===== config.mk =====
export PLATFORM = sky130hd
export DESIGN_NAME = ahb_cmd_issuer
export DESIGN_NICKNAME = d
export VERILOG_FILES = /design/src/rtl/ahb_cmd_pkg.sv /design/src/rtl/ahb_addr_gen.sv /design/src/rtl/ahb_cmd_issuer.sv
export SDC_FILE = /design/constraint.sdc
export NUM_CORES = 1
export LEC_CHECK = 0
export CAP_MARGIN = 15
export CORE_UTILIZATION = 53
export DETAILED_ROUTE_END_ITERATION = 16
export GPL_TIMING_DRIVEN = 0
export PLACE_DENSITY_LB_ADDON = 0.2
export SYNTH_ARGS = -nofsm -noshare
export SYNTH_HDL_FRONTEND = slang
export SYNTH_SLANG_ARGS = --single-unit

===== constraint.sdc =====
create_clock -name R_CLK -period 5.4 [get_ports R_CLK]
set_input_delay 1.08 -clock R_CLK [delete_from_list [all_inputs] [get_ports R_CLK]]
set_output_delay 1.08 -clock R_CLK [all_outputs]
set_load 0.03 [all_outputs]

===== src/rtl/ahb_cmd_pkg.sv =====
// ahb_cmd_pkg
//   Shared encodings and lookups for the AHB command issuer:
//   HTRANS / HBURST / HSIZE constants, FSM state codes, and the
//   burst-type -> beat-count and burst-type -> wrap-mask helpers.
package ahb_cmd_pkg;

   localparam logic [1:0] HTRANS_IDLE   = 2'b00;
   localparam logic [1:0] HTRANS_NONSEQ = 2'b10;
   localparam logic [1:0] HTRANS_SEQ    = 2'b11;

   localparam logic [2:0] HBURST_SINGLE = 3'b000;
   localparam logic [2:0] HBURST_INCR   = 3'b001;
   localparam logic [2:0] HBURST_WRAP4  = 3'b010;
   localparam logic [2:0] HBURST_INCR4  = 3'b011;
   localparam logic [2:0] HBURST_WRAP8  = 3'b100;
   localparam logic [2:0] HBURST_INCR8  = 3'b101;
   localparam logic [2:0] HBURST_WRAP16 = 3'b110;
   localparam logic [2:0] HBURST_INCR16 = 3'b111;

   localparam logic [2:0] HSIZE_WORD = 3'b010;

   localparam logic [1:0] ST_IDLE  = 2'd0;
   localparam logic [1:0] ST_ISSUE = 2'd1;
   localparam logic [1:0] ST_GAP   = 2'd2;

   // Beats per command; undefined-length INCR uses the configured length.
   function automatic logic [4:0] beat_count(input logic [2:0] burst,
                                             input logic [4:0] incr_len);
      logic [4:0] n;
      case (burst)
         HBURST_SINGLE:               n = 5'd1;
         HBURST_INCR:                 n = incr_len;
         HBURST_WRAP4,  HBURST_INCR4:  n = 5'd4;
         HBURST_WRAP8,  HBURST_INCR8:  n = 5'd8;
         default:                     n = 5'd16;
      endcase
      return n;
   endfunction

   function automatic logic is_wrap(input logic [2:0] burst);
      return (burst == HBURST_WRAP4) || (burst == HBURST_WRAP8) ||
             (burst == HBURST_WRAP16);
   endfunction

   // Byte mask of the wrap window (span-1); zero for non-wrapping bursts.
   function automatic logic [5:0] wrap_mask(input logic [2:0] burst);
      logic [5:0] m;
      case (burst)
         HBURST_WRAP4:  m = 6'h0F;
         HBURST_WRAP8:  m = 6'h1F;
         HBURST_WRAP16: m = 6'h3F;
         default:       m = 6'h00;
      endcase
      return m;
   endfunction

endpackage


===== src/rtl/ahb_addr_gen.sv =====
// ahb_addr_gen
//   Combinational next-beat address generator.
//   Ports:
//     haddr          - current beat address (word aligned)
//     hburst         - current burst type
//     next_addr      - address of the following beat
//     boundary_cross - incrementing burst steps onto a 1 KB boundary,
//                      so the next beat must restart as NONSEQ/INCR
module ahb_addr_gen
   import ahb_cmd_pkg::*;
#(
   parameter int ADDR_WIDTH = 32
) (
   input  logic [ADDR_WIDTH-1:0] haddr,
   input  logic [2:0]            hburst,
   output logic [ADDR_WIDTH-1:0] next_addr,
   output logic                  boundary_cross
);

   logic [ADDR_WIDTH-1:0] inc;
   logic [ADDR_WIDTH-1:0] mask;
   logic                  wrap;

   assign inc  = haddr + ADDR_WIDTH'(4);
   assign mask = {{(ADDR_WIDTH-6){1'b0}}, wrap_mask(hburst)};
   assign wrap = is_wrap(hburst);

   always_comb begin
      next_addr      = inc;
      boundary_cross = 1'b0;
      if (wrap) begin
         // Wrap windows are naturally aligned, never straddle 1 KB.
         next_addr = (haddr & ~mask) | (inc & mask);
      end else begin
         boundary_cross = (inc[9:0] == 10'd0);
      end
   end

endmodule


===== src/rtl/ahb_cmd_issuer.sv =====
// ahb_cmd_issuer
//   Pops one command from the command FIFO and expands it into AHB-Lite
//   address-phase beats, honouring HREADY.
//   Ports:
//     R_CLK, R_RST_N            - clock, async active-low reset
//     FIFO_EMPTY, i_rfifo_*     - FIFO head command and empty flag
//     R_EN                      - pop strobe (combinational, IDLE only)
//     HREADY                    - AHB ready
//     HTRANS/HADDR/HWRITE/HBURST/HSIZE - address phase
//     o_busy                    - command in flight (ISSUE + GAP)
//     o_beat_accept             - address beat accepted this cycle
//     o_cmd_done                - last beat accepted this cycle
module ahb_cmd_issuer
   import ahb_cmd_pkg::*;
#(
   parameter int ADDR_WIDTH = 32,
   parameter int INCR_LEN   = 4
) (
   input  logic                  R_CLK,
   input  logic                  R_RST_N,
   input  logic                  FIFO_EMPTY,
   input  logic                  i_rfifo_write,
   input  logic [2:0]            i_rfifo_user_burst_type,
   input  logic [ADDR_WIDTH-1:0] i_rfifo_user_addr,
   output logic                  R_EN,
   input  logic                  HREADY,
   output logic [1:0]            HTRANS,
   output logic [ADDR_WIDTH-1:0] HADDR,
   output logic                  HWRITE,
   output logic [2:0]            HBURST,
   output logic [2:0]            HSIZE,
   output logic                  o_busy,
   output logic                  o_beat_accept,
   output logic                  o_cmd_done
);

   logic [1:0]            state;
   logic [4:0]            beat_cnt;
   logic [4:0]            cmd_len;
   logic                  nonseq_q;
   logic [ADDR_WIDTH-1:0] next_addr;
   logic                  boundary_cross;
   logic                  last_beat;

   ahb_addr_gen #(.ADDR_WIDTH(ADDR_WIDTH)) u_addr_gen (
      .haddr          (HADDR),
      .hburst         (HBURST),
      .next_addr      (next_addr),
      .boundary_cross (boundary_cross)
   );

   assign R_EN          = (state == ST_IDLE) && !FIFO_EMPTY;
   assign HTRANS        = (state != ST_ISSUE) ? HTRANS_IDLE :
                          (nonseq_q ? HTRANS_NONSEQ : HTRANS_SEQ);
   assign HSIZE         = HSIZE_WORD;
   assign o_busy        = (state != ST_IDLE);
   assign o_beat_accept = (state == ST_ISSUE) && HREADY;
   assign last_beat     = (beat_cnt == cmd_len - 5'd1);
   assign o_cmd_done    = o_beat_accept && last_beat;

   always_ff @(posedge R_CLK or negedge R_RST_N) begin
      if (!R_RST_N) begin
         state    <= ST_IDLE;
         beat_cnt <= '0;
         cmd_len  <= '0;
         nonseq_q <= 1'b0;
         HADDR    <= '0;
         HWRITE   <= 1'b0;
         HBURST   <= HBURST_SINGLE;
      end else begin
         case (state)
            ST_IDLE: begin
               if (!FIFO_EMPTY) begin
                  state    <= ST_ISSUE;
                  HADDR    <= i_rfifo_user_addr & ~ADDR_WIDTH'(3);
                  HWRITE   <= i_rfifo_write;
                  HBURST   <= i_rfifo_user_burst_type;
                  beat_cnt <= '0;
                  cmd_len  <= beat_count(i_rfifo_user_burst_type, 5'(INCR_LEN));
                  nonseq_q <= 1'b1;
               end
            end
            ST_ISSUE: begin
               // HREADY low freezes address, burst and counter.
               if (HREADY) begin
                  if (last_beat) begin
                     state <= ST_GAP;
                  end else begin
                     beat_cnt <= beat_cnt + 5'd1;
                     HADDR    <= next_addr;
                     // Crossing 1 KB restarts the remainder as undefined INCR.
                     nonseq_q <= boundary_cross;
                     if (boundary_cross) HBURST <= HBURST_INCR;
                  end
               end
            end
            ST_GAP:  state <= ST_IDLE;
            default: state <= ST_IDLE;
         endcase
      end
   end

endmodule

==> metrics.sh, run 1 <==
OUTCOME='finished clean'
WORST_TRAN_PIN_VALUE_NS=0.6228
SYNTH.LIB_CELLS_USED.DISTINCT=62
COMPOUND_GATE_FRACTION_OF_SYNTH_AREA=0.2655
R2R-END='HADDR[30]'
POSTCTSSETUPREPAIRBUFS=0
PROPORTION_OF_SYNTHESIZED_CHIP_AREA_IN_SEQUENTIAL_CELLS=0.3868
POST_SYNTH.CELL_AREA_AVG_UM2=8.439
R2R_CELLS=6
HOLD_PATH_CLASS='register to register'
PWR-SHARE-COMB=0.582
SETUP_VIOL_COUNT_FINAL=0
SYNTHDOMINANTCELLAREASHARE=0.3868
DRV_SLEW=0
CTS.CLK_SLEW.WORST_PATHS_NS=0.09
WORST_EP_ARRIVAL_TIME_NS=3.32
FINAL.FILL_COUNT=447
SYNTH.FF_LATCH_COUNT=48
NUMBER_OF_ENABLE_FLIP_FLOP_CELLS_AFTER_SYNTHESIS=0
DETAIL_ROUTE.VIAS_PER_CELL=6.163
LEADING_CELL_TYPES_IN_THE_LAYOUT_FILL_AND_TAPS_EXCLUDED='clkdlybuf4s50_1 (78), o21ai_0 (50), dfrtp_1 (48)'
GRT_START_MAX_NET_PINS=38
DIODES=0
CRIT_PATH_TOP_DELAY_CELL='clkdlybuf4s50_1'
CTS_HOLD_BUFFERS=0
CRITPATHCAPTURE='R_EN'
P_SW_mW=1.157
YOSYS-MUX-AREA-FRACTION=0
CRIT_PATH_CELL_TRACE='clkdlybuf4s50_1, or3_1, clkbuf_1, inv_1, clkbuf_1, clkdlybuf4s50_1'
POST-LAYOUT-TOTAL-POWER_mW=2.324
FIN_CELLS=529
FIRST_GLOBAL_VIAS=3099
ANTENNA_VIOLATIONS_BEFORE_REPAIR=0
CLOCK_INSERTION_DELAY_WORST_SKEW_NS=0.31
CRIT_FANOUT=10
DEPTH_OF_THE_CTS_H_TREE=2
GLOBALPLACE.CONGESTION=0.8526
FINISH.INSTANCE_AREA_UM2=4126
CRITICAL_PATH.REG2REG.STARTPOINT='HADDR[2]'
SYNTH_TOP_FLOP_CELL='dfrtp_1'
AREA_GROWTH_FROM_SYNTHESIS_TO_LAYOUT_PCT=32.88
DPL.CELL_COUNT=521
VDD_DROP_MAX_mV=0.3530
YOSYS.AREA_SHARE.ADDER=0.01612
MAXCAPVIOLATIONS=0
COMBINATIONAL_FAMILY_WITH_THE_MOST_AREA_AFTER_SYNTHESIS='compound AO/OA/AOI/OAI gates'
SYNTHXORXNORAREAFRAC=0.02417
DIE_H_UM=78.55
SYNTH_CELLS=368
INITIAL_CORE_UTIL=0.5571
DIE_AREA_UM2=6169
CTS.SINKS=48
SYNTH_LARGEST_AREA_CELL='dfrtp_1'
DETAILED_PLACE_HPWL_MM=6.202
TIMING.SETUP.CRITICAL_PATH_CLASS='primary input to output pin'
TRITONCTS.NUM_BUFFERS=5
CTS.PATH.MAX_BUFFERS=2
POST_ROUTE_CELLS_DRIVE_ABOVE_1_SHARE=0.08534
WORST_CLOCK_SKEW_NS=0.01177
TIMING_HOLD_VIOLATIONS_FINAL=0
FINALWIRELENGTH_MM=8.734
DPL-INSTANCE-AREA_UM2=4005
TIMING.SLEW.HEADROOM=0.5817
FLOORPLAN.IO_PINS=85
DR_TOTAL_VIAS=3260
DETAIL-ROUTE-ANTENNA-NETS=0
DETAIL_ROUTE.DRC_VIOLATIONS=0
AREA_OF_THE_PLACEABLE_CORE_UM2=5574
CELL_INTERNAL_PWR_mW=1.167
IO_BUFFERS=79
R2R_SETUP_SLACK_NS=3.11
FIN_TNS_SETUP_NS=0
SHARE_SEQ_OF_TOTAL_POWER=0.297
CTSRESIZECOUNT=0
UNREPAIRED_SETUP_ENDPOINTS_AFTER_GLOBAL_ROUTING='no'
CLOCKPOWERSHARE=0.120
DIE_WIDTH_UM=78.55
PLACEMENTROWS=27
MOST_FREQUENT_STANDARD_CELL_IN_THE_LAYOUT_EXCLUDING_FILL_AND_TAP_CELLS='clkdlybuf4s50_1'
MAX_CLOCK_FREQ_MHz=227.2
TOTAL_LEAKAGE_POWER_nW=1.630
FINALNETCOUNT=500
FIN_HOLD_WS_NS=0.4834
SYNTH-SIMPLE-AREA-SHARE=0.2571
GRT_PASS1_WL_MM=14.41
ASYNC_RESET_FF_FRAC=1.000
SETUP.WORST_PATH.START='FIFO_EMPTY'
YOSYS-TOP-CELLS-AREA='dfrtp_1 (39%), o21ai_0 (8.1%), nand2_1 (5.3%)'
TRITONCTS_CLOCK_TREE='built'
SYNTH-WARNING-COUNT=0
ENDPOINT_CLASS_OF_THE_CRITICAL_PATH='output pin'
WORSTSETUPSTARTPOINTTYPE='primary input'
CLOCK-ROOT-BUFFER='clkbuf_8'
DR.FIRST_ITER.DRC_COUNT=278
POWERDENSITY_nW_PER_UM2=563.3
SLOWEST_DELAY_NS=0.76
POST_DRT_WL_PER_CELL_UM=16.51
FIN_CRIT_NS=4.401
SYN_AREA_UM2=3105
GRT_REMAINING_OVERFLOW=0
CRIT_REQUIRED_NS=4.32
CRIT_SHARE_POST_ROUTE=0.8150
POWER.SWITCHING_FRACTION=0.4979
GROUTE.USAGE.OVERALL=0.2973
DETAILEDROUTE.FIRSTPASSITERATIONCOUNT=5
metal layers:
layer,wire length (µm),part of all wire,global-route usage
met1,3724,0.43,0.4003
met2,4124,0.47,0.4687
met3,727,0.083,0.05465
met4,158,0.018,0.1241
met5,0,0,0
synthesized netlist by cell type (2+ instances only):
library cell	number
a21boi_0	2
a21oi_1	29
a22oi_1	2
a31oi_1	6
a32oi_1	4
a41oi_1	2
and2_1	3
and3_1	4
buf_2	7
buf_4	3
clkbuf_1	14
conb_1	2
dfrtp_1	48
ha_1	4
inv_1	8
nand2_1	44
nand2b_1	4
nand3_1	17
nand4_1	8
nand4_4	2
nor2_1	20
nor3_1	12
nor3b_1	3
nor4_1	4
nor4_4	3
o211ai_2	2
o21ai_0	50
o21ai_1	5
o21bai_1	2
o22a_1	2
o22ai_1	2
o31a_1	10
or2_2	2
or3_1	5
or4_1	2
xnor2_1	4
xor2_1	2
cell families (layout without fill, tap and decap cells):
family | Yosys count | after routing
buffers and inverters | 34 | 122
and+or+nand+nor | 142 | 142
xor gates and xnor gates | 7 | 7
AOI/OAI and AO/OA | 131 | 131
DFF | 48 | 48
other | 2 | 3
adders and majority gates | 4 | 4
final cells by class:
| cell class | instances | area, µm² | share of cell area |
|---|---|---|---|
| clock inverters | 2 | 38.79 | 0.009400 |
| repair buffers | 80 | 805.8 | 0.1953 |
| multi-input cells | 287 | 1759 | 0.4263 |
| clock buffers | 6 | 82.58 | 0.02001 |
| inverters | 9 | 33.78 | 0.008187 |
| flip-flops and latches | 48 | 1201 | 0.2911 |
| well taps | 72 | 90.09 | 0.02183 |
| plain buffers | 25 | 115.1 | 0.02790 |
registers in the layout (all words and copies together) (netlist names), named ones only:
register / cells
HADDR: 30
HBURST: 3
cmd_len: 4
state: 2
beat_cnt: 5
nonseq_q: 1
HWRITE: 1
worst max-delay path: cells and delay by family:
kind	cells	cell delay [ns]
buffers and inverters	5	1.91
and+or+nand+nor	1	0.32
stage by stage:
| step | util | worst slack, ns |
|---|---|---|
| floorplan | - | 2.221 |
| global placement | 0.7158 | 1.040 |
| detailed placement | 0.7185 | 1.053 |
| CTS | 0.7403 | 1.002 |
| global route | 0.7403 | 0.9117 |
| finish | 0.7403 | 0.9989 |
worst min path at each step:
stage / startpoint / endpoint / slack (ns) / cells after the start
finish: HWRITE / HWRITE / 0.48 / 2
global route: HWRITE / HWRITE / 0.53 / 2
CTS: HWRITE / HWRITE / 0.48 / 2
detailed placement: HWRITE / HWRITE / 0.46 / 2
global placement: HWRITE / HWRITE / 0.46 / 2
floorplan: nonseq_q / nonseq_q / 0.46 / 2
power groups by stage:
| stage | clock network [mW] | logic, mW | registers, mW |
|---|---|---|---|
| global placement | 0 | 1.30 | 0.684 |
| finish | 0.280 | 1.35 | 0.691 |
| global route | 0.298 | 1.46 | 0.717 |
| floorplan | 0 | 0.663 | 0.863 |
| detailed placement | 0 | 1.33 | 0.689 |
| CTS | 0.284 | 1.34 | 0.684 |
Power figures use the tool's default switching activity.
==> run 2: changes to the inputs <==
Settings changed: CORE_UTILIZATION 53 to 44.
Clock period 5.4 ns to 3.65 ns, I/O delays scaled along.
==> metrics.sh, run 2 (synthesized netlist as in run 1, its figures left out) <==
OUTCOME='finished clean'  # unchanged
TIMING.SLEW.HEADROOM=0.5890  # was 0.5817
DIE_WIDTH_UM=86.01  # was 78.55 µm
DP_SLACK_NS=-0.02582  # was 1.053 ns
CRITPATHMOSTFREQUENTCELL='clkbuf_1'
TIMING.SETUP.CRITICAL_PATH_CLASS='primary input to output pin'  # unchanged
WORSTSETUPSTARTPOINTTYPE='primary input'  # unchanged
CRIT_PATH_TOP_DELAY_CELL='dlygate4sd2_1'  # was clkdlybuf4s50_1
DPL-INSTANCE-AREA_UM2=4035  # was 4005 µm²
TRITONCTS_CLOCK_TREE='built'  # unchanged
FINISH.INSTANCE_AREA_UM2=4160  # was 4126 µm²
CLOCK-ROOT-BUFFER='clkbuf_8'  # unchanged
SHARE_SEQ_OF_TOTAL_POWER=0.297  # about the same
POST-LAYOUT-TOTAL-POWER_mW=3.433  # was 2.324 mW
DETAILEDROUTE.FIRSTPASSITERATIONCOUNT=5  # unchanged
GLOBALPLACE.CONGESTION=0.8617  # was 0.8526
DIODES=0  # unchanged
CLOCK_INSERTION_DELAY_WORST_SKEW_NS=0.30  # was 0.31 ns
CRIT_REQUIRED_NS=2.92  # was 4.32 ns
INITIAL_CORE_UTIL=0.4571  # was 0.5571
TIMING_HOLD_VIOLATIONS_FINAL=0  # unchanged
BUFS_AND_INVS_ON_WORST_PATH=5  # unchanged
WORST_EP_ARRIVAL_TIME_NS=2.69  # was 3.32 ns
POSTCTSSETUPREPAIRBUFS=0  # unchanged
DIE_H_UM=86.01  # was 78.55 µm
FINALWIRELENGTH_MM=8.621  # was 8.734 mm
DR.FIRST_ITER.DRC_COUNT=293  # was 278
AREA_GROWTH_FROM_SYNTHESIS_TO_LAYOUT_PCT=33.96  # was 32.88%
POST_DRT_WL_PER_CELL_UM=15.59  # was 16.51 µm
CRITICAL-PATH-TOP-DELAY-FAMILY='buffers and inverters'  # unchanged
FIN_TNS_SETUP_NS=0  # unchanged
P_SW_mW=1.690  # was 1.157 mW
DEPTH_OF_THE_CTS_H_TREE=2  # unchanged
VDD_DROP_MAX_mV=0.5085  # was 0.3530 mV
DIE_AREA_UM2=7398  # was 6169 µm²
DETAIL_ROUTE.DRC_VIOLATIONS=0  # unchanged
FIN_CRIT_NS=3.422
CTS_HOLD_BUFFERS=0  # unchanged
DETAIL_ROUTE.VIAS_PER_CELL=5.812  # was 6.163
PWR-SHARE-COMB=0.580  # was 0.582
LARGEST_REG_FLOPS=30  # unchanged
GRT_START_MAX_NET_PINS=37  # was 38
MOST_FREQUENT_STANDARD_CELL_IN_THE_LAYOUT_EXCLUDING_FILL_AND_TAP_CELLS='clkdlybuf4s50_1'  # unchanged
CELL_INTERNAL_PWR_mW=1.743  # was 1.167 mW
FIRST_GLOBAL_VIAS=2837  # was 3099
WORST_CLOCK_SKEW_NS=0.003533  # was 0.01177 ns
FINALNETCOUNT=500  # unchanged
PLACEMENTROWS=30  # was 27
SLOWEST_DELAY_NS=0.46  # was 0.76 ns
CTS.CLK_SLEW.WORST_PATHS_NS=0.09  # about the same
CRIT_SHARE_POST_ROUTE=0.9374
CRIT_PATH_CELL_TRACE='clkdlybuf4s50_1, or3_1, clkbuf_1, inv_1, clkbuf_1, dlygate4sd2_1'  # was clkdlybuf4s50_1, or3_1, clkbuf_1, inv_1, clkbuf_1, clkdlybuf4s50_1
GRT_REMAINING_OVERFLOW=0  # unchanged
TOP_REGISTER='HADDR'  # unchanged
POWER.SWITCHING_FRACTION=0.4922  # was 0.4979
POWERDENSITY_nW_PER_UM2=825.2  # was 563.3 nW/µm²
ANTENNA_VIOLATIONS_BEFORE_REPAIR=0  # unchanged
ENDPOINT_CLASS_OF_THE_CRITICAL_PATH='output pin'  # unchanged
GRT_PASS1_WL_MM=13.99  # was 14.41 mm
CRIT_FANOUT=10  # unchanged
FLOORPLAN.IO_PINS=85  # unchanged
HOLD_PATH_CLASS='primary input to asynchronous set/reset pin'  # was register to register
DRV_SLEW=0  # unchanged
IO_BUFFERS=79  # unchanged
CLOCKPOWERSHARE=0.123  # was 0.120
UNREPAIRED_SETUP_ENDPOINTS_AFTER_GLOBAL_ROUTING='no'  # unchanged
FIN_CELLS=553  # was 529
WORST_TRAN_PIN_VALUE_NS=0.6165  # was 0.6228 ns
MAX_CLOCK_FREQ_MHz=292.3
POST_ROUTE_CELLS_DRIVE_ABOVE_1_SHARE=0.08534  # unchanged
DPL.CELL_COUNT=545  # was 521
DETAIL-ROUTE-ANTENNA-NETS=0  # unchanged
SETUP_VIOL_COUNT_FINAL=0  # unchanged
AREA_OF_THE_PLACEABLE_CORE_UM2=6794  # was 5574 µm²
TOTAL_LEAKAGE_POWER_nW=1.637  # was 1.630 nW
FINAL_WORST_SETUP_SLACK_NS=0.2283  # was 0.9989 ns
FIN_HOLD_WS_NS=0.3065  # was 0.4834 ns
TRITONCTS.NUM_BUFFERS=5  # unchanged
DR_TOTAL_VIAS=3214  # was 3260
CTS.SINKS=48  # unchanged
GROUTE.USAGE.OVERALL=0.2399  # was 0.2973
REG.LARGEST.LIST='HADDR x30, beat_cnt x5, cmd_len x4'  # unchanged
DETAILED_PLACE_HPWL_MM=6.273  # was 6.202 mm
CTS.PATH.MAX_BUFFERS=2  # unchanged
MAXCAPVIOLATIONS=0  # unchanged
FINISH.UTILIZATION=0.6123  # was 0.7403
LEADING_CELL_TYPES_IN_THE_LAYOUT_FILL_AND_TAPS_EXCLUDED='clkdlybuf4s50_1 (77), o21ai_0 (50), dfrtp_1 (48)'  # was clkdlybuf4s50_1 (78), o21ai_0 (50), dfrtp_1 (48)
## run 2: worst register-to-register path: stages (launching register included)
cell     delay [ns]
dfrtp_1        0.54
ha_1           0.34
nand3_1        0.33
nor4_4         0.50
nand3_1        0.15
o31a_1         0.28
o21ai_1        0.12
## run 2: layout make-up
| class | count | area (µm²) |
|---|---|---|
| clock inverters | 1 | 30.03 |
| plain buffers | 25 | 115.1 |
| well taps | 96 | 120.1 |
| multi-input cells | 287 | 1759 |
| fillers | 618 | 2634 |
| flip-flops and latches | 48 | 1201 |
| inverters | 9 | 33.78 |
| repair buffers | 80 | 804.5 |
| clock buffers | 7 | 96.34 |
## run 2: final timing paths
path,startpoint,to,slack [ns],cells past startpoint
min in group R_CLK,HWRITE,HWRITE,0.48,2
max reg2reg,HADDR[2],HADDR[30],1.32,6
max,FIFO_EMPTY,R_EN,0.23,6
min reg2reg,HWRITE,HWRITE,0.48,2
min,R_RST_N,HADDR[23],0.31,1
max in group asynchronous,R_RST_N,HADDR[30],2.85,2
## run 2: repair_timing
action | in CTS | in global routing
endpoints found under the hold margin | 0 | 0
setup endpoints to repair | 1 | 0
gates resized for setup | 1 | 0
## run 2: per-layer routing
| metal | part of all wire | vias up | GRT usage |
|---|---|---|---|
| met1 | 0.46 | 1514 | 0.3519 |
| met2 | 0.46 | 147 | 0.3622 |
| li1 | - | 1540 | - |
| met3 | 0.068 | 13 | 0.03369 |
| met5 | 0 | - | 0 |
| met4 | 0.017 | 0 | 0.08182 |
## run 2: power groups by stage
stage	Clock, mW	Sequential [mW]	Combinational [mW]
2_1_floorplan	0	1.28	0.981
3_3_place_gp	0	1.02	1.94
3_5_place_dp	0	1.02	1.97
4_1_cts	0.432	1.01	1.98
5_1_grt	0.459	1.06	2.15
6_report	0.421	1.02	1.99
